[src/rtl/udc_cfg_sequencer.sv]
// udc_cfg_sequencer
// Bus-master controller that programs and launches the 8-bit up/down cycle
// counter. It accepts one configuration request and writes PLR/ULR/LLR/CCR
// over the counter's active-low chip-select/read/write bus. When asked, it
// reads the registers back to verify them. It then checks the counter's
// range error, pulses start for one clock and waits for end-of-cycle.
//
// Ports:
//   clk, reset          rising-edge clock, synchronous active-high reset
//   cfg_valid/ready     request handshake (ready only while idle)
//   cfg_plr..cfg_ccr    requested register values; verify_en enables readback
//   busy, done, status  progress / completion pulse / result code
//                       (00 ok, 01 readback mismatch, 10 range error, 11 timeout)
//   bus_ncs/nrd/nwr     counter bus strobes, active-low
//   bus_a, bus_dout     register address and write data
//   bus_doe             write-data drive enable for the shared Din lines
//   bus_din             Din lines as seen by the sequencer
//   dev_err, dev_ec     counter range error and end-of-cycle
//   dev_start           counter start pulse
module udc_cfg_sequencer #(
  parameter logic [15:0] TIMEOUT = 16'd65535
) (
  input  logic       clk,
  input  logic       reset,
  input  logic       cfg_valid,
  output logic       cfg_ready,
  input  logic [7:0] cfg_plr,
  input  logic [7:0] cfg_ulr,
  input  logic [7:0] cfg_llr,
  input  logic [7:0] cfg_ccr,
  input  logic       verify_en,
  output logic       busy,
  output logic       done,
  output logic [1:0] status,
  output logic       bus_ncs,
  output logic       bus_nrd,
  output logic       bus_nwr,
  output logic [1:0] bus_a,
  output logic [7:0] bus_dout,
  output logic       bus_doe,
  input  logic [7:0] bus_din,
  input  logic       dev_err,
  input  logic       dev_ec,
  output logic       dev_start
);

  typedef enum logic [3:0] {
    S_IDLE, S_PRECHK, S_WR_SETUP, S_WR_STROBE, S_RD_SETUP,
    S_RD_SAMPLE, S_ERRCHK, S_START, S_WAIT_EC, S_DONE
  } state_t;

  localparam logic [1:0] ST_OK       = 2'b00;
  localparam logic [1:0] ST_MISMATCH = 2'b01;
  localparam logic [1:0] ST_RANGE    = 2'b10;
  localparam logic [1:0] ST_TIMEOUT  = 2'b11;

  state_t      state_q, state_d;
  logic [1:0]  index_q, index_d;
  logic        phase_q, phase_d;
  logic [15:0] tmo_cnt_q, tmo_cnt_d;
  logic [7:0]  plr_q, plr_d, ulr_q, ulr_d, llr_q, llr_d, ccr_q, ccr_d;
  logic        verify_q, verify_d;
  logic [1:0]  status_q, status_d;
  logic        cfg_ready_q, busy_q, done_q, dev_start_q;
  logic        bus_ncs_q, bus_nrd_q, bus_nwr_q, bus_doe_q;
  logic [1:0]  bus_a_q;
  logic [7:0]  bus_dout_q, bus_dout_d;
  logic [7:0]  wr_data, rd_expect;

  // Latched register value for the next write and the current readback.
  always_comb begin
    wr_data   = plr_q;
    rd_expect = plr_q;
    case (index_d)
      2'd0:    wr_data = plr_q;
      2'd1:    wr_data = ulr_q;
      2'd2:    wr_data = llr_q;
      default: wr_data = ccr_q;
    endcase
    case (index_q)
      2'd0:    rd_expect = plr_q;
      2'd1:    rd_expect = ulr_q;
      2'd2:    rd_expect = llr_q;
      default: rd_expect = ccr_q;
    endcase
  end

  // Next-state logic. Outputs are derived from the next state so that each
  // registered output lines up with the state it belongs to.
  always_comb begin
    state_d    = state_q;
    index_d    = index_q;
    phase_d    = phase_q;
    tmo_cnt_d  = tmo_cnt_q;
    plr_d      = plr_q;
    ulr_d      = ulr_q;
    llr_d      = llr_q;
    ccr_d      = ccr_q;
    verify_d   = verify_q;
    status_d   = status_q;
    case (state_q)
      S_IDLE: begin
        if (cfg_valid) begin
          plr_d    = cfg_plr;
          ulr_d    = cfg_ulr;
          llr_d    = cfg_llr;
          ccr_d    = cfg_ccr;
          verify_d = verify_en;
          state_d  = S_PRECHK;
        end
      end
      S_PRECHK: begin
        if ((plr_q < llr_q) || (plr_q > ulr_q)) begin
          status_d = ST_RANGE;
          state_d  = S_DONE;
        end else begin
          index_d = 2'd0;
          state_d = S_WR_SETUP;
        end
      end
      S_WR_SETUP: state_d = S_WR_STROBE;
      S_WR_STROBE: begin
        if (index_q != 2'd3) begin
          index_d = index_q + 2'd1;
          state_d = S_WR_SETUP;
        end else if (verify_q) begin
          index_d = 2'd0;
          state_d = S_RD_SETUP;
        end else begin
          phase_d = 1'b0;
          state_d = S_ERRCHK;
        end
      end
      S_RD_SETUP: state_d = S_RD_SAMPLE;
      S_RD_SAMPLE: begin
        if (bus_din != rd_expect) begin
          status_d = ST_MISMATCH;
          state_d  = S_DONE;
        end else if (index_q == 2'd3) begin
          phase_d = 1'b0;
          state_d = S_ERRCHK;
        end else begin
          index_d = index_q + 2'd1;
          state_d = S_RD_SETUP;
        end
      end
      // Two cycles so the counter's err output has settled after the last
      // access; only the second cycle's sample is trusted.
      S_ERRCHK: begin
        if (!phase_q) begin
          phase_d = 1'b1;
        end else if (dev_err) begin
          status_d = ST_RANGE;
          state_d  = S_DONE;
        end else begin
          state_d = S_START;
        end
      end
      S_START: begin
        tmo_cnt_d = 16'd0;
        state_d   = S_WAIT_EC;
      end
      // End-of-cycle wins over a timeout expiring in the same cycle.
      S_WAIT_EC: begin
        if (dev_ec) begin
          status_d = ST_OK;
          state_d  = S_DONE;
        end else if (tmo_cnt_q == TIMEOUT - 16'd1) begin
          status_d = ST_TIMEOUT;
          state_d  = S_DONE;
        end else begin
          tmo_cnt_d = tmo_cnt_q + 16'd1;
        end
      end
      S_DONE:  state_d = S_IDLE;
      default: state_d = S_IDLE;
    endcase

    bus_dout_d = bus_dout_q;
    if (state_d == S_WR_SETUP || state_d == S_WR_STROBE)
      bus_dout_d = wr_data;
  end

  // Single state register; synchronous reset forces every strobe inactive
  // on the same edge, even in the middle of a write or the end-of-cycle wait.
  always_ff @(posedge clk) begin
    if (reset) begin
      state_q     <= S_IDLE;
      index_q     <= 2'd0;
      phase_q     <= 1'b0;
      tmo_cnt_q   <= 16'd0;
      plr_q       <= 8'd0;
      ulr_q       <= 8'd0;
      llr_q       <= 8'd0;
      ccr_q       <= 8'd0;
      verify_q    <= 1'b0;
      status_q    <= ST_OK;
      cfg_ready_q <= 1'b1;
      busy_q      <= 1'b0;
      done_q      <= 1'b0;
      dev_start_q <= 1'b0;
      bus_ncs_q   <= 1'b1;
      bus_nrd_q   <= 1'b1;
      bus_nwr_q   <= 1'b1;
      bus_doe_q   <= 1'b0;
      bus_a_q     <= 2'd0;
      bus_dout_q  <= 8'd0;
    end else begin
      state_q     <= state_d;
      index_q     <= index_d;
      phase_q     <= phase_d;
      tmo_cnt_q   <= tmo_cnt_d;
      plr_q       <= plr_d;
      ulr_q       <= ulr_d;
      llr_q       <= llr_d;
      ccr_q       <= ccr_d;
      verify_q    <= verify_d;
      status_q    <= status_d;
      cfg_ready_q <= (state_d == S_IDLE);
      busy_q      <= (state_d != S_IDLE);
      done_q      <= (state_d == S_DONE);
      dev_start_q <= (state_d == S_START);
      // Chip select stays low from the first write through the end-of-cycle
      // wait because the counter only counts while selected.
      bus_ncs_q   <= (state_d == S_IDLE) || (state_d == S_PRECHK) || (state_d == S_DONE);
      bus_nrd_q   <= !((state_d == S_RD_SETUP) || (state_d == S_RD_SAMPLE));
      bus_nwr_q   <= (state_d != S_WR_STROBE);
      bus_doe_q   <= (state_d == S_WR_SETUP) || (state_d == S_WR_STROBE);
      bus_a_q     <= index_d;
      bus_dout_q  <= bus_dout_d;
    end
  end

  assign cfg_ready = cfg_ready_q;
  assign busy      = busy_q;
  assign done      = done_q;
  assign status    = status_q;
  assign dev_start = dev_start_q;
  assign bus_ncs   = bus_ncs_q;
  assign bus_nrd   = bus_nrd_q;
  assign bus_nwr   = bus_nwr_q;
  assign bus_doe   = bus_doe_q;
  assign bus_a     = bus_a_q;
  assign bus_dout  = bus_dout_q;

endmodule

[config.mk]
export PLATFORM = sky130hd
export DESIGN_NAME = udc_cfg_sequencer
export DESIGN_NICKNAME = d
export VERILOG_FILES = /design/src/rtl/udc_cfg_sequencer.sv
export SDC_FILE = /design/constraint.sdc
export NUM_CORES = 1
export LEC_CHECK = 0
export CORE_MARGIN = 5
export CORE_UTILIZATION = 53
export DETAILED_ROUTE_END_ITERATION = 6
export GPL_TIMING_DRIVEN = 1
export MAX_ROUTING_LAYER = met4
export PLACE_DENSITY = 0.85
export SYNTH_ARGS = -nofsm -noshare
export SYNTH_HDL_FRONTEND = slang
export SYNTH_SLANG_ARGS = --single-unit
[constraint.sdc]
create_clock -name clk -period 3.8 [get_ports clk]
set_input_delay 0.76 -clock clk [delete_from_list [all_inputs] [get_ports clk]]
set_output_delay 0.76 -clock clk [all_outputs]
set_load 0.01 [all_outputs]
==> results of run 1 <==
[Yosys cell counts (4+ instances only)]
master / number / area (µm²)
xnor2_1: 10 / 87.6
inv_1: 32 / 120
nor2_1: 38 / 143
buf_6: 4 / 45.0
ha_1: 23 / 288
nor2b_1: 4 / 25.0
dfxtp_1: 74 / 1480
o31ai_1: 4 / 30.0
o21ai_0: 7 / 35.0
clkbuf_1: 17 / 63.8
and3_1: 4 / 25.0
mux2i_1: 26 / 260
nand2_1: 92 / 345
nand2b_1: 4 / 25.0
o221ai_1: 8 / 70.1
nor3_1: 6 / 30.0
a222oi_1: 8 / 80.1
nand4_1: 8 / 50.1
a21oi_1: 46 / 230
nand3_1: 9 / 45.0
xor2_1: 9 / 78.8
or3_1: 6 / 37.5
[power groups by stage]
stage                     combinational, W  clock, W  sequential (W)
final                             0.000982  0.000692         0.00108
after global routing               0.00111  0.000742         0.00109
after CTS                         0.000990  0.000704         0.00108
after detailed placement          0.000983         0         0.00109
after global placement            0.000954         0         0.00109
after floorplan                   0.000724         0         0.00104
[logic make-up after synthesis]
kind of cell / Yosys count
DFF: 74
and+or+nand+nor: 179
buffers and inverters: 58
xor gates and xnor gates: 19
AOI/OAI and AO/OA: 96
adders and majority gates: 23
muxes: 27
[registers in the layout, summed over array words and instances, names as in the netlist]
signal / flops
busy: 1
done: 1
state_q: 4
dev_start: 1
phase_q: 1
bus_nwr: 1
tmo_cnt_q: 16
bus_a: 2
bus_doe: 1
verify_q: 1
bus_ncs: 1
status: 2
ccr_q: 8
plr_q: 8
ulr_q: 8
bus_dout: 8
cfg_ready: 1
bus_nrd: 1
llr_q: 8
[worst reg2reg max path: cells and delay by family, from the launching register on]
kind | cells | cell delay [ns]
buf+inv | 1 | 0.12
fa+ha+maj | 1 | 0.32
xor+xnor | 1 | 0.17
mux | 2 | 0.42
flops | 1 | 0.46
compound gates | 3 | 1.12
simple gates | 2 | 0.55
[per-stage QoR]
stage               hold slack (ns)  power, W
global placement              0.461   0.00204
detailed placement            0.454   0.00208
CTS                           0.485   0.00277
floorplan                     0.449   0.00176
global route                  0.506   0.00295
finish                        0.481   0.00275
[per-layer routing]
metal  wire length, µm  global-route usage (%)  part of all wire, %  vias to the layer above
li1                  -                       -                    -                     1753
met1              3880                    25.1                   42                     1585
met5                 0                       -                    0                        -
met2              4690                    36.9                   51                      104
met4               243                    10.4                  2.6                        0
met3               457                    3.79                  4.9                       22
[worst min-delay path by stage]
| stage | startpoint | to | slack (ns) | cells past startpoint |
|---|---|---|---|---|
| 6_report | bus_dout[2]$_SDFFE_PP0P_ | bus_dout[2]$_SDFFE_PP0P_ | 0.48 | 2 |
| 5_1_grt | bus_dout[2]$_SDFFE_PP0P_ | bus_dout[2]$_SDFFE_PP0P_ | 0.51 | 2 |
| 4_1_cts | bus_dout[3]$_SDFFE_PP0P_ | bus_dout[3]$_SDFFE_PP0P_ | 0.48 | 2 |
| 3_5_place_dp | bus_dout[3]$_SDFFE_PP0P_ | bus_dout[3]$_SDFFE_PP0P_ | 0.45 | 2 |
| 3_3_place_gp | bus_dout[3]$_SDFFE_PP0P_ | bus_dout[3]$_SDFFE_PP0P_ | 0.46 | 2 |
| 2_1_floorplan | ccr_q[0]$_SDFFE_PP0P_ | ccr_q[0]$_SDFFE_PP0P_ | 0.45 | 2 |
[what timing repair did]
action,CTS,global route
resized for setup,0,1
endpoints found under the setup margin,0,8
buffers inserted,0,0
[final cells by class]
cell class	instances	area, µm²
Clock buffer	10	138
Sequential cell	74	1480
Tap cell	99	124
Multi-Input combinational cell	344	2140
Fill cell	592	2400
Clock inverter	6	90.1
Inverter	32	120
Timing Repair Buffer	69	681
==> results.py, run 1 <==
metrics = {
    "run_status": {
        "status": "completed",
    },
    "pwr": {
        "leakage_nw": 1.70,
        "clkPwrFrac_pct": 25.1,
        "vdd_drop_max_uv": 245,
        "swShare_pct": 36.2,
        "comb_power_share_pct": 35.7,
        "p_seq_share_pct": 39.2,
        "cellPowerDensity_nw_per_um2": 577,
        "intPower_w": 0.00176,
        "power_switching_w": 0.000997,
    },
    "yosys": {
        "synthMuxAreaShare_pct": 7.01,
        "synth-xor-area-share_pct": 4.30,
        "synth_top_family_by_area": "simple AND/OR/NAND/NOR gates",
        "synth_seq_cells": 74,
        "async_reset_ff_share_pct": 0,
        "syn-num-nets": 545,
        "yosys_most_used_dff": "dfxtp_1",
        "avgSynthCellArea_um2": 8.14,
        "syn-instance-count": 476,
        "synthAdderAreaFrac_pct": 7.43,
        "yosys.area_share.simple_pct": 20.5,
        "ys_seq_area_share_pct": 38.3,
        "netlist_area_um2": 3870,
        "ys_types": 45,
        "synth_compound_area_share_pct": 16.0,
        "synth_edf_count": 0,
        "ys_warn_count": 0,
    },
    "setup_path": {
        "crit_start": "bus_a[0]$_SDFF_PP0_",
        "rrSetupSlack_ns": 0.48,
        "max_stage_delay_ns": 0.57,
        "critPathSlowestCell": "a221o_2",
        "cp_top_family": "compound AO/OA/AOI/OAI gates",
        "r2r-end": "bus_dout[3]$_SDFFE_PP0P_",
        "cp-end-kind": "register",
        "crit_type": "register to register",
        "worst_setup_path_start_kind": "register",
        "cp.arrival_ns": 3.54,
        "cp_num_buf_inv": 1,
        "timing.rr.start": "bus_a[0]$_SDFF_PP0_",
        "cp_max_fo": 17,
        "reg2reg_depth": 10,
        "path_depth": 10,
        "path_cells": "inv_1 -> ha_1 -> a222oi_1 -> mux2i_1 -> xnor2_1 -> nand4_1 -> nor3_1 -> a221o_2 -> mux2i_1 -> o221ai_1",
        "crit_end": "bus_dout[3]$_SDFFE_PP0P_",
        "required_ns": 4.03,
        "crit_top_cell": "mux2i_1",
    },
    "global_route": {
        "antenna_found_initial": 0,
        "grt_first_pass_wirelength_um": 15100,
        "grt_pass1_vias": 3254,
        "grt_max_degree": 25,
        "grt-ovfl-total": 0,
        "grtUsageTotal_pct": 21.8,
    },
    "final_layout": {
        "fin_area_um2": 4770,
        "drive_above_1_share_pct": 5.05,
        "area_growth_pct": 23.3,
        "final-instance-count-excl-fill": 634,
        "diodes": 0,
        "utilization_pct": 66.5,
        "mostFrequentLayoutCell": "nand2_1",
        "nets": 599,
        "layout_common_cells": "92 x nand2_1, 74 x dfxtp_1, 65 x clkdlybuf4s50_1",
    },
    "cts": {
        "path_clk_slew_ns": 0.09,
        "htreeDepth": 3,
        "clock_latency_ns": 0.37,
        "cts_tree": "built",
        "cts_buffers": 9,
        "root_buffer": "clkbuf_8",
        "cts_hold_buf": 0,
        "cts_num_sinks": 74,
        "cts_max_path_buffers": 2,
    },
    "die": {
        "num_rows": 31,
        "die_x_um": 95.5,
        "dieArea_um2": 9120,
        "dieHeight_um": 95.5,
        "io_pins": 66,
        "core_um2": 7180,
        "initial_core_util_pct": 54.0,
    },
    "timing": {
        "hold_viol": 0,
        "setup_viol": 0,
        "min_period_over_period_pct": 87.3,
        "slew_violations": 0,
        "worstMarginPinSlew_ns": 1.01,
        "fin_ws_ns": 0.483,
        "setup_tns_ns": 0,
        "grt_setup_unrepaired": "no",
        "fin_skew_ns": 0.0153,
        "relSlewSlack_pct": 32.8,
        "timing.final.crit_period_ns": 3.32,
        "fmax_ghz": 0.302,
    },
    "drt": {
        "routedWlPerCell_um": 14.6,
        "drc_errors": 0,
        "dr.pass1.iters": 6,
        "via_per_inst": 5.46,
        "via_count": 3464,
        "ant_nets": 0,
        "first_iter_violations": 155,
        "detail_route.wirelength_um": 9270,
    },
    "place": {
        "dp.cells": 618,
        "gp_congestion": 0.972,
        "numPortBuffers": 65,
        "place_hpwl_um": 7030,
        "pre_cts_slack_ns": 0.290,
        "placed_cell_area_um2": 4550,
    },
    "hold_path": {
        "hp-class": "register to register",
    },
    "run": {
        "cap_violations": 0,
    },
}
Power figures use the tool's default switching activity.
==> run 2, diff against run 1 <==
clock period = 3.3 ns   (was 3.8 ns; I/O delays follow)
==> results.py, run 2 (synthesized netlist as in run 1, its figures left out) <==
metrics = {
    "global_route": {
        "met3_usage_pct": 4.74,
        "busiest_layer": "met2",
        "antenna_found_initial": 0,
        "grt_util_met1_pct": 27.0,
        "grt_max_degree": 24,
        "grtUsageTotal_pct": 22.9,
        "grt_pass1_vias": 3497,
        "grt-ovfl-total": 0,
        "met2_usage_pct": 38.8,
        "grt_first_pass_wirelength_um": 15900,
    },
    "setup_path": {
        "cp-end-kind": "register",
        "cp.arrival_ns": 3.44,
        "critPathSlowestCell": "a222oi_1",
        "required_ns": 3.52,
        "max_stage_delay_ns": 0.46,
        "worst_setup_path_start_kind": "register",
        "path_cells": "inv_1 -> ha_2 -> a222oi_1 -> mux2i_1 -> xnor2_1 -> nand4_1 -> o21ai_2 -> o311ai_1 -> a221o_1 -> buf_6 -> mux2i_2 -> o221ai_1",
        "path_depth": 12,
        "crit_type": "register to register",
        "reg2reg_depth": 12,
        "cp_num_buf_inv": 2,
        "cp_max_fo": 17,
        "cp_top_family": "compound AO/OA/AOI/OAI gates",
    },
    "die": {
        "die_x_um": 95.5,
        "num_rows": 31,
        "initial_core_util_pct": 54.0,
        "core_um2": 7180,
        "dieArea_um2": 9120,
        "io_pins": 66,
        "dieHeight_um": 95.5,
    },
    "cts": {
        "cts_tree": "built",
        "root_buffer": "clkbuf_8",
        "cts_num_sinks": 74,
        "cts_hold_buf": 0,
        "path_clk_slew_ns": 0.08,
        "cts_buffers": 9,
        "clock_latency_ns": 0.34,
        "htreeDepth": 3,
        "cts_max_path_buffers": 2,
    },
    "pwr": {
        "swShare_pct": 35.8,
        "vdd_drop_max_uv": 317,
        "clkPwrFrac_pct": 25.4,
        "cellPowerDensity_nw_per_um2": 671,
        "intPower_w": 0.00209,
        "power_switching_w": 0.00116,
        "comb_power_share_pct": 36.3,
        "p_seq_share_pct": 38.3,
        "leakage_nw": 1.72,
    },
    "drt": {
        "routedWlPerCell_um": 15.3,
        "dr.pass1.iters": 7,
        "via_per_inst": 5.64,
        "first_iter_violations": 212,
        "via_count": 3584,
        "ant_nets": 0,
        "detail_route.wirelength_um": 9700,
        "drc_errors": 2,
    },
    "timing": {
        "hold_viol": 0,
        "fmax_ghz": 0.310,
        "timing.final.crit_period_ns": 3.22,
        "fin_skew_ns": 0.00911,
        "worstMarginPinSlew_ns": 0.993,
        "fin_hold_ws_ns": 0.480,
        "relSlewSlack_pct": 33.7,
        "min_period_over_period_pct": 97.7,
        "setup_viol": 0,
        "slew_violations": 0,
    },
    "final_layout": {
        "diodes": 0,
        "area_growth_pct": 25.0,
        "fillers": 565,
        "utilization_pct": 67.5,
        "fin_area_um2": 4840,
        "layout_common_cells": "91 x nand2_1, 72 x dfxtp_1, 65 x clkdlybuf4s50_1",
        "nets": 602,
        "final-instance-count-excl-fill": 636,
        "largest_reg_flops": 16,
        "regMostFlops": "tmo_cnt_q",
        "drive_above_1_share_pct": 7.08,
        "mostFrequentLayoutCell": "nand2_1",
    },
    "place": {
        "placed_cell_area_um2": 4560,
        "gp_congestion": 0.953,
        "place_hpwl_um": 7240,
        "dp.cells": 620,
        "numPortBuffers": 65,
    },
    "run": {
        "cap_violations": 0,
    },
    "run_status": {
        "status": "finished, violations left",
        "violations": "DRC",
    },
    "hold_path": {
        "whs_path_depth": 2,
        "hp-class": "register to register",
    },
}
==> run 2: per-layer routing <==
| metal | vias up | share of wire, % |
|---|---|---|
| li1 | 1751 | - |
| met1 | 1654 | 40 |
| met2 | 153 | 51 |
| met3 | 26 | 6.4 |
| met4 | 0 | 2.7 |
| met5 | - | 0 |
==> run 2: timing repair <==
action | 4_1_cts | 5_1_grt
setup buffers | 0 | 1
hold endpoints to repair | 0 | 0
pin swaps | 1 | 5
cloned | 0 | 0
gates resized for setup | 4 | 9
setup endpoints to repair | 6 | 10
==> run 2: layout make-up <==
type	instances	area, µm²	share of cell area [%]
clock buffer	10	128	2.64
clock inverter	5	104	2.14
multi-input combinational	344	2170	44.9
sequential	74	1490	30.7
tap	99	124	2.56
timing repair buffer	72	707	14.6
inverter	32	120	2.48
==> run 2: worst min-delay path: stages (launching register included) <==
cell and delay (ns):
dfxtp_1 0.34, nand2_1 0.05, o221ai_1 0.05
==> run 2: path summary, 6_finish.rpt <==
| check | from | endpoint | slack, ns |
|---|---|---|---|
| max reg2reg | bus_a[1]$_SDFF_PP0_ | bus_dout[2]$_SDFFE_PP0P_ | 0.08 |
| max | bus_a[1]$_SDFF_PP0_ | bus_dout[2]$_SDFFE_PP0P_ | 0.08 |
| min reg2reg | bus_dout[0]$_SDFFE_PP0P_ | bus_dout[0]$_SDFFE_PP0P_ | 0.48 |
| min | bus_dout[0]$_SDFFE_PP0P_ | bus_dout[0]$_SDFFE_PP0P_ | 0.48 |
==> run 2: power groups by stage <==
| stage | sequential, W | clock (W) | combinational (W) |
|---|---|---|---|
| after floorplan | 0.00119 | 0 | 0.000834 |
| after global placement | 0.00125 | 0 | 0.00111 |
| after detailed placement | 0.00125 | 0 | 0.00114 |
| after CTS | 0.00124 | 0.000834 | 0.00116 |
| after global routing | 0.00126 | 0.000876 | 0.00134 |
| final | 0.00124 | 0.000826 | 0.00118 |
==> run 2: metrics by stage <==
step	TNS, ns	total power (W)	setup WS [ns]
after floorplan	0	0.00203	0.393
after global placement	0	0.00236	0.147
after detailed placement	-0.0175	0.00240	-0.00903
after CTS	0	0.00323	0.0591
after global routing	-0.189	0.00347	-0.0518
final	0	0.00325	0.0770
==> run 3, diff against run 2 <==
SKIP_LAST_GASP = 1   (was not set)
SLEW_MARGIN = 5   (was not set)
clock period = 3.6 ns   (was 3.3 ns; I/O delays follow)
==> results.py, run 3 (synthesized netlist as in run 1, its figures left out) <==
metrics = {
    "setup_path": {
        "critPathSlowestCell": "nor3_1",
        "path_cells": "inv_1 -> ha_1 -> a222oi_1 -> mux2i_1 -> xnor2_1 -> nand4_1 -> nor3_1 -> a221o_2 -> buf_12 -> mux2i_1 -> o221ai_1",
        "cp-end-kind": "register",
        "worst_setup_path_start_kind": "register",
        "required_ns": 3.83,
        "cp_max_fo": 17,
        "crit_top_cell": "mux2i_1",
        "max_stage_delay_ns": 0.52,
        "cp.arrival_ns": 3.59,
        "crit_type": "register to register",
    },
    "timing": {
        "hold_viol": 0,
        "min_period_over_period_pct": 93.4,
        "fin_hold_ws_ns": 0.481,
        "relSlewSlack_pct": 36.0,
        "setup_tns_ns": 0,
        "slew_violations": 0,
        "timing.final.crit_period_ns": 3.36,
        "fin_skew_ns": 0.0125,
        "setup_viol": 0,
        "fin_ws_ns": 0.239,
        "fmax_ghz": 0.298,
        "grt_setup_unrepaired": "no",
        "worstMarginPinSlew_ns": 0.958,
    },
    "die": {
        "num_rows": 31,
        "initial_core_util_pct": 54.0,
        "die_x_um": 95.5,
        "dieArea_um2": 9120,
        "dieHeight_um": 95.5,
        "io_pins": 66,
        "core_um2": 7180,
    },
    "place": {
        "place_hpwl_um": 7100,
        "placed_cell_area_um2": 4550,
        "gp_congestion": 0.940,
        "numPortBuffers": 65,
        "pre_cts_slack_ns": -0.0460,
    },
    "final_layout": {
        "largest_reg_flops": 16,
        "layout_common_cells": "92 x nand2_1, 74 x dfxtp_1, 65 x clkdlybuf4s50_1",
        "drive_above_1_share_pct": 5.40,
        "nets": 601,
        "area_growth_pct": 23.6,
        "fillers": 611,
        "diodes": 0,
        "regMostFlops": "tmo_cnt_q",
        "seqCellArea_um2": 1480,
        "multiInputGateArea_um2": 2150,
        "fin_area_um2": 4790,
        "mostFrequentLayoutCell": "nand2_1",
    },
    "drt": {
        "via_per_inst": 5.50,
        "routedWlPerCell_um": 14.9,
        "detail_route.wirelength_um": 9500,
        "ant_nets": 0,
        "first_iter_violations": 284,
        "dr.pass1.iters": 7,
        "drc_errors": 9,
        "via_count": 3498,
    },
    "pwr": {
        "vdd_drop_max_uv": 270,
        "leakage_nw": 1.70,
        "cellPowerDensity_nw_per_um2": 598,
    },
    "cts": {
        "clock_latency_ns": 0.36,
        "cts_hold_buf": 0,
        "path_clk_slew_ns": 0.08,
        "cts_buffers": 9,
        "htreeDepth": 3,
        "cts_num_sinks": 74,
        "cts_max_path_buffers": 2,
        "root_buffer": "clkbuf_8",
        "cts_tree": "built",
    },
    "global_route": {
        "grtUsageTotal_pct": 22.5,
        "grt_first_pass_wirelength_um": 15500,
        "grt-ovfl-total": 0,
        "antenna_found_initial": 0,
        "grt_max_degree": 26,
        "grt_pass1_vias": 3372,
    },
    "hold_path": {
        "hp-class": "register to register",
    },
    "run": {
        "cap_violations": 0,
    },
    "run_status": {
        "status": "finished, violations left",
        "violations": "DRC",
    },
}
[run 3: layout make-up]
class                           count  share of cell area (%)
Multi-Input combinational cell    344                    44.9
Sequential cell                    74                    31.0
Timing Repair Buffer               71                    14.8
Clock buffer                       11                    2.95
Tap cell                           99                    2.59
Inverter                           32                    2.51
Clock inverter                      5                    1.33
[run 3: path summary, 6_finish.rpt]
check,startpoint,end,slack [ns],depth (start not counted)
min reg2reg,ccr_q[0]$_SDFFE_PP0P_,ccr_q[0]$_SDFFE_PP0P_,0.48,2
min,ccr_q[0]$_SDFFE_PP0P_,ccr_q[0]$_SDFFE_PP0P_,0.48,2
max reg2reg,bus_a[0]$_SDFF_PP0_,bus_dout[0]$_SDFFE_PP0P_,0.24,11
max,bus_a[0]$_SDFF_PP0_,bus_dout[0]$_SDFFE_PP0P_,0.24,11
[run 3: power breakdown]
| part | total (W) | switching [W] | internal [W] | leakage (nW) |
|---|---|---|---|---|
| logic | 0.00106 | 0.000576 | 0.000484 | 1.00 |
| registers | 0.00114 | 0.000170 | 0.000967 | 0.603 |
| clock network | 0.000665 | 0.000323 | 0.000343 | 0.0997 |
| total | 0.00286 | 0.00107 | 0.00179 | 1.70 |
[run 3: what timing repair did]
action | 4_1_cts | 5_1_grt
endpoints found under the setup margin | 8 | 8
pin swaps | 0 | 1
resized for setup | 1 | 1
buffers inserted | 0 | 1
gates cloned | 0 | 0
[run 3: per-layer routing]
| layer | vias to the layer above | track usage [%] | wire length [µm] |
|---|---|---|---|
| met5 | - | - | 0 |
| met4 | 0 | 9.95 | 242 |
| met3 | 24 | 5.05 | 543 |
| met2 | 118 | 37.2 | 4690 |
| met1 | 1602 | 26.2 | 4020 |
| li1 | 1754 | - | - |
[run 3: critical path: cells and delay by family (launching register included)]
| family | cells | cell delay [ns] |
|---|---|---|
| xor gates and xnor gates | 1 | 0.18 |
| buffers and inverters | 2 | 0.30 |
| and+or+nand+nor | 2 | 0.69 |
| adders and majority gates | 1 | 0.33 |
| muxes | 2 | 0.36 |
| DFF | 1 | 0.48 |
| AOI/OAI and AO/OA | 3 | 0.87 |
[run 3: metrics by stage]
step           cells  total power (W)  util, %
3_5_place_dp     619          0.00220     63.5
5_1_grt          636          0.00308     66.7
6_report         636          0.00286     66.7
4_1_cts          635          0.00287     66.3
2_1_floorplan    476          0.00186        -
3_3_place_gp     619          0.00216     63.5
==> RTL edit, RTL diff (flow settings as in run 1) <==
Re-encode `state_t` (10 states) as one-hot, 10 bits wide.
--- a/src/rtl/udc_cfg_sequencer.sv
+++ b/src/rtl/udc_cfg_sequencer.sv
@@ -44,9 +44,9 @@
   output logic       dev_start
 );
 
-  typedef enum logic [3:0] {
-    S_IDLE, S_PRECHK, S_WR_SETUP, S_WR_STROBE, S_RD_SETUP,
-    S_RD_SAMPLE, S_ERRCHK, S_START, S_WAIT_EC, S_DONE
+  typedef enum logic [9:0] {
+    S_IDLE = 10'b0000000001, S_PRECHK = 10'b0000000010, S_WR_SETUP = 10'b0000000100, S_WR_STROBE = 10'b0000001000, S_RD_SETUP = 10'b0000010000,
+    S_RD_SAMPLE = 10'b0000100000, S_ERRCHK = 10'b0001000000, S_START = 10'b0010000000, S_WAIT_EC = 10'b0100000000, S_DONE = 10'b1000000000
   } state_t;
 
   localparam logic [1:0] ST_OK       = 2'b00;
Formal check against the unedited RTL: same outputs for any inputs over 10 cycles, from zero or initial values and one cycle with reset high; not proved beyond that.
==> RTL edit against run 1 <==
Die area is 13% higher; worst setup slack better by 39 ps; via count is 19% higher; final cell count is 13% higher; count of clock-buffer cells in the layout is 1 lower; non-clock buffer count is 1 higher; final area is 11% higher; sequential cell count is 6 higher; area after synthesis is 15% higher; wire length is 24% higher; largest cell class unchanged; highest routed layer unchanged.
Power is not compared: it rests on default switching activity, and its combinational part moved more than twofold at a synthesized area within 25%.
==> RTL edit: results (changes against run 1) <==
metric,value,unit,change
total inserted antenna cells,0,,unchanged
"top cells by count, synth","89 x nand2_1, 80 x dfxtp_1, 70 x a21oi_1",,
syn_nets,624,,+14%
pin count of the biggest net entering global routing,34,,+36%
Synth Area in XOR/XNOR,3.929,%,-0.37 points
clk_skew,10.76,ps,-4.529 ps
VDD IR max,0.0001800,V,
"Max stage delay cell, worst path",dfxtp_1,,
Synth Area in Compound Gates,19.93,%,+3.9 points
met1 usage,25.53,%,+0.42 points
first-iteration detailed-routing DRC count,180,,+16%
CP max FO,24,,+7
initial antenna violation count,0,,unchanged
drt first pass iters,5,,-1
comb pwr,0.000307,W,
biggest regs,"tmo_cnt_q: 16 flops, state_q: 10 flops",,
root buffer cell,clkbuf_8,,
startpoint types,flip-flop,,
placed insts,700,,+13%
P_leak,1.854,nW,
Worst-path clk slew,90,ps,about the same
Clock Power Share,32.2,%,
# port buffers,65,,unchanged
Synth area leaders,"dfxtp_1 36%, a21oi_1 7.9%, nand2_1 7.5%",,
non-filler instance count after layout,716,,+13%
routed len/inst,16.04,microns,+9.7%
mux cell area share after synthesis,2.526,%,-4.5 points
fin nets,676,,+13%
dpl hpwl,8649,microns,+23%
fraction of layout cells with a size suffix above 1,7.365,%,+2.3 points
M2 GR Usage,40.74,%,+3.9 points
sequential share of the synthesized area,35.92,%,-2.3 points
Synth cell types,56,,+24%
vias post-DR,4123,,+19%
arrival time worst endpoint,3530,ps,about the same
Synth Area in Adders,6.736,%,-0.70 points
Power Clock,0.000580,W,
Setup Buffers After CTS,0,,unchanged
Clock Path Buffers,2,,unchanged
Total GRT Usage,23.42,%,+1.6 points
RD Place Congestion,0.9430,,-3.0%
HP Class,reg2reg,,
status,"complete, no violations",,
PostCTS Resize Cnt,0,,unchanged
synthesized instance count,554,,+16%
vias in the first global route,4044,,+24%
highest cell delay on the worst timing path,520,ps,-50 ps
Setup Slack @ Placement,572.2,ps,+282.5 ps
first-pass GRT wire length,18600,microns,+23%
htree depth,3,,unchanged
met3 Track Usage GR,4.063,%,+0.27 points
Synth async-reset ratio,0,%,unchanged
Post-DP Area,0.005139,sq mm,+13%
Slew @ Worst Pin,668.7,ps,-336.7 ps
Ys Warns,0,,unchanged
==> RTL edit: changes by cell type in the layout (fill, tap and decap cells not counted), sizes merged, moves of 5 or more <==
cell and delta:
a21o +5, a21oi +25, a31oi +9, and2 +16, dfxtp +6, inv +6
mux2i -17, nor2 +8, nor4 +5, o21ai +6, o21bai +7, o221ai -8
==> RTL edit: routing by layer <==
metal  routed length, microns  up-vias
met5                        0        -
met4                      417        0
met3                      551       32
met2                     5862      124
met1                     4655     1942
li1                         -     2025
==> RTL edit: critical path: cells and delay by family, from the launching register on <==
| kind | cells | cell delay [ps] |
|---|---|---|
| compound gates | 4 | 770 |
| xor+xnor | 1 | 170 |
| fa+ha+maj | 1 | 340 |
| buf+inv | 2 | 390 |
| flops | 1 | 520 |
| mux | 1 | 140 |
| simple gates | 3 | 830 |
==> RTL edit: logic make-up (layout without fill, tap and decap cells) <==
kind of cell,count (synthesis),count (layout)
multiplexers,11,11
XOR/XNOR,20,20
buffers and inverters,64,121
adder cells (fa/ha/maj),24,24
AND/OR/NAND/NOR,218,218
flip-flops,80,80
AO/OA/AOI/OAI,137,137
==> RTL edit: worst paths after layout <==
check | from | end | slack, ps | cells past startpoint
setup / recovery | bus_a[0] | bus_dout[7] | 520 | 12
hold / removal | ccr_q[4] | ccr_q[4] | 460 | 2
setup reg to reg | bus_a[0] | bus_dout[7] | 520 | 12
hold reg to reg | ccr_q[4] | ccr_q[4] | 460 | 2
==> RTL edit: layout make-up <==
type / count / area (sq um)
Multi-Input combinational cell: 410 / 2591
Timing Repair Buffer: 70 / 683.2
Sequential cell: 80 / 1602
Fill cell: 706 / 2900
Clock buffer: 9 / 123.9
Inverter: 35 / 131.4
Clock inverter: 7 / 53.80
Tap cell: 105 / 131.4
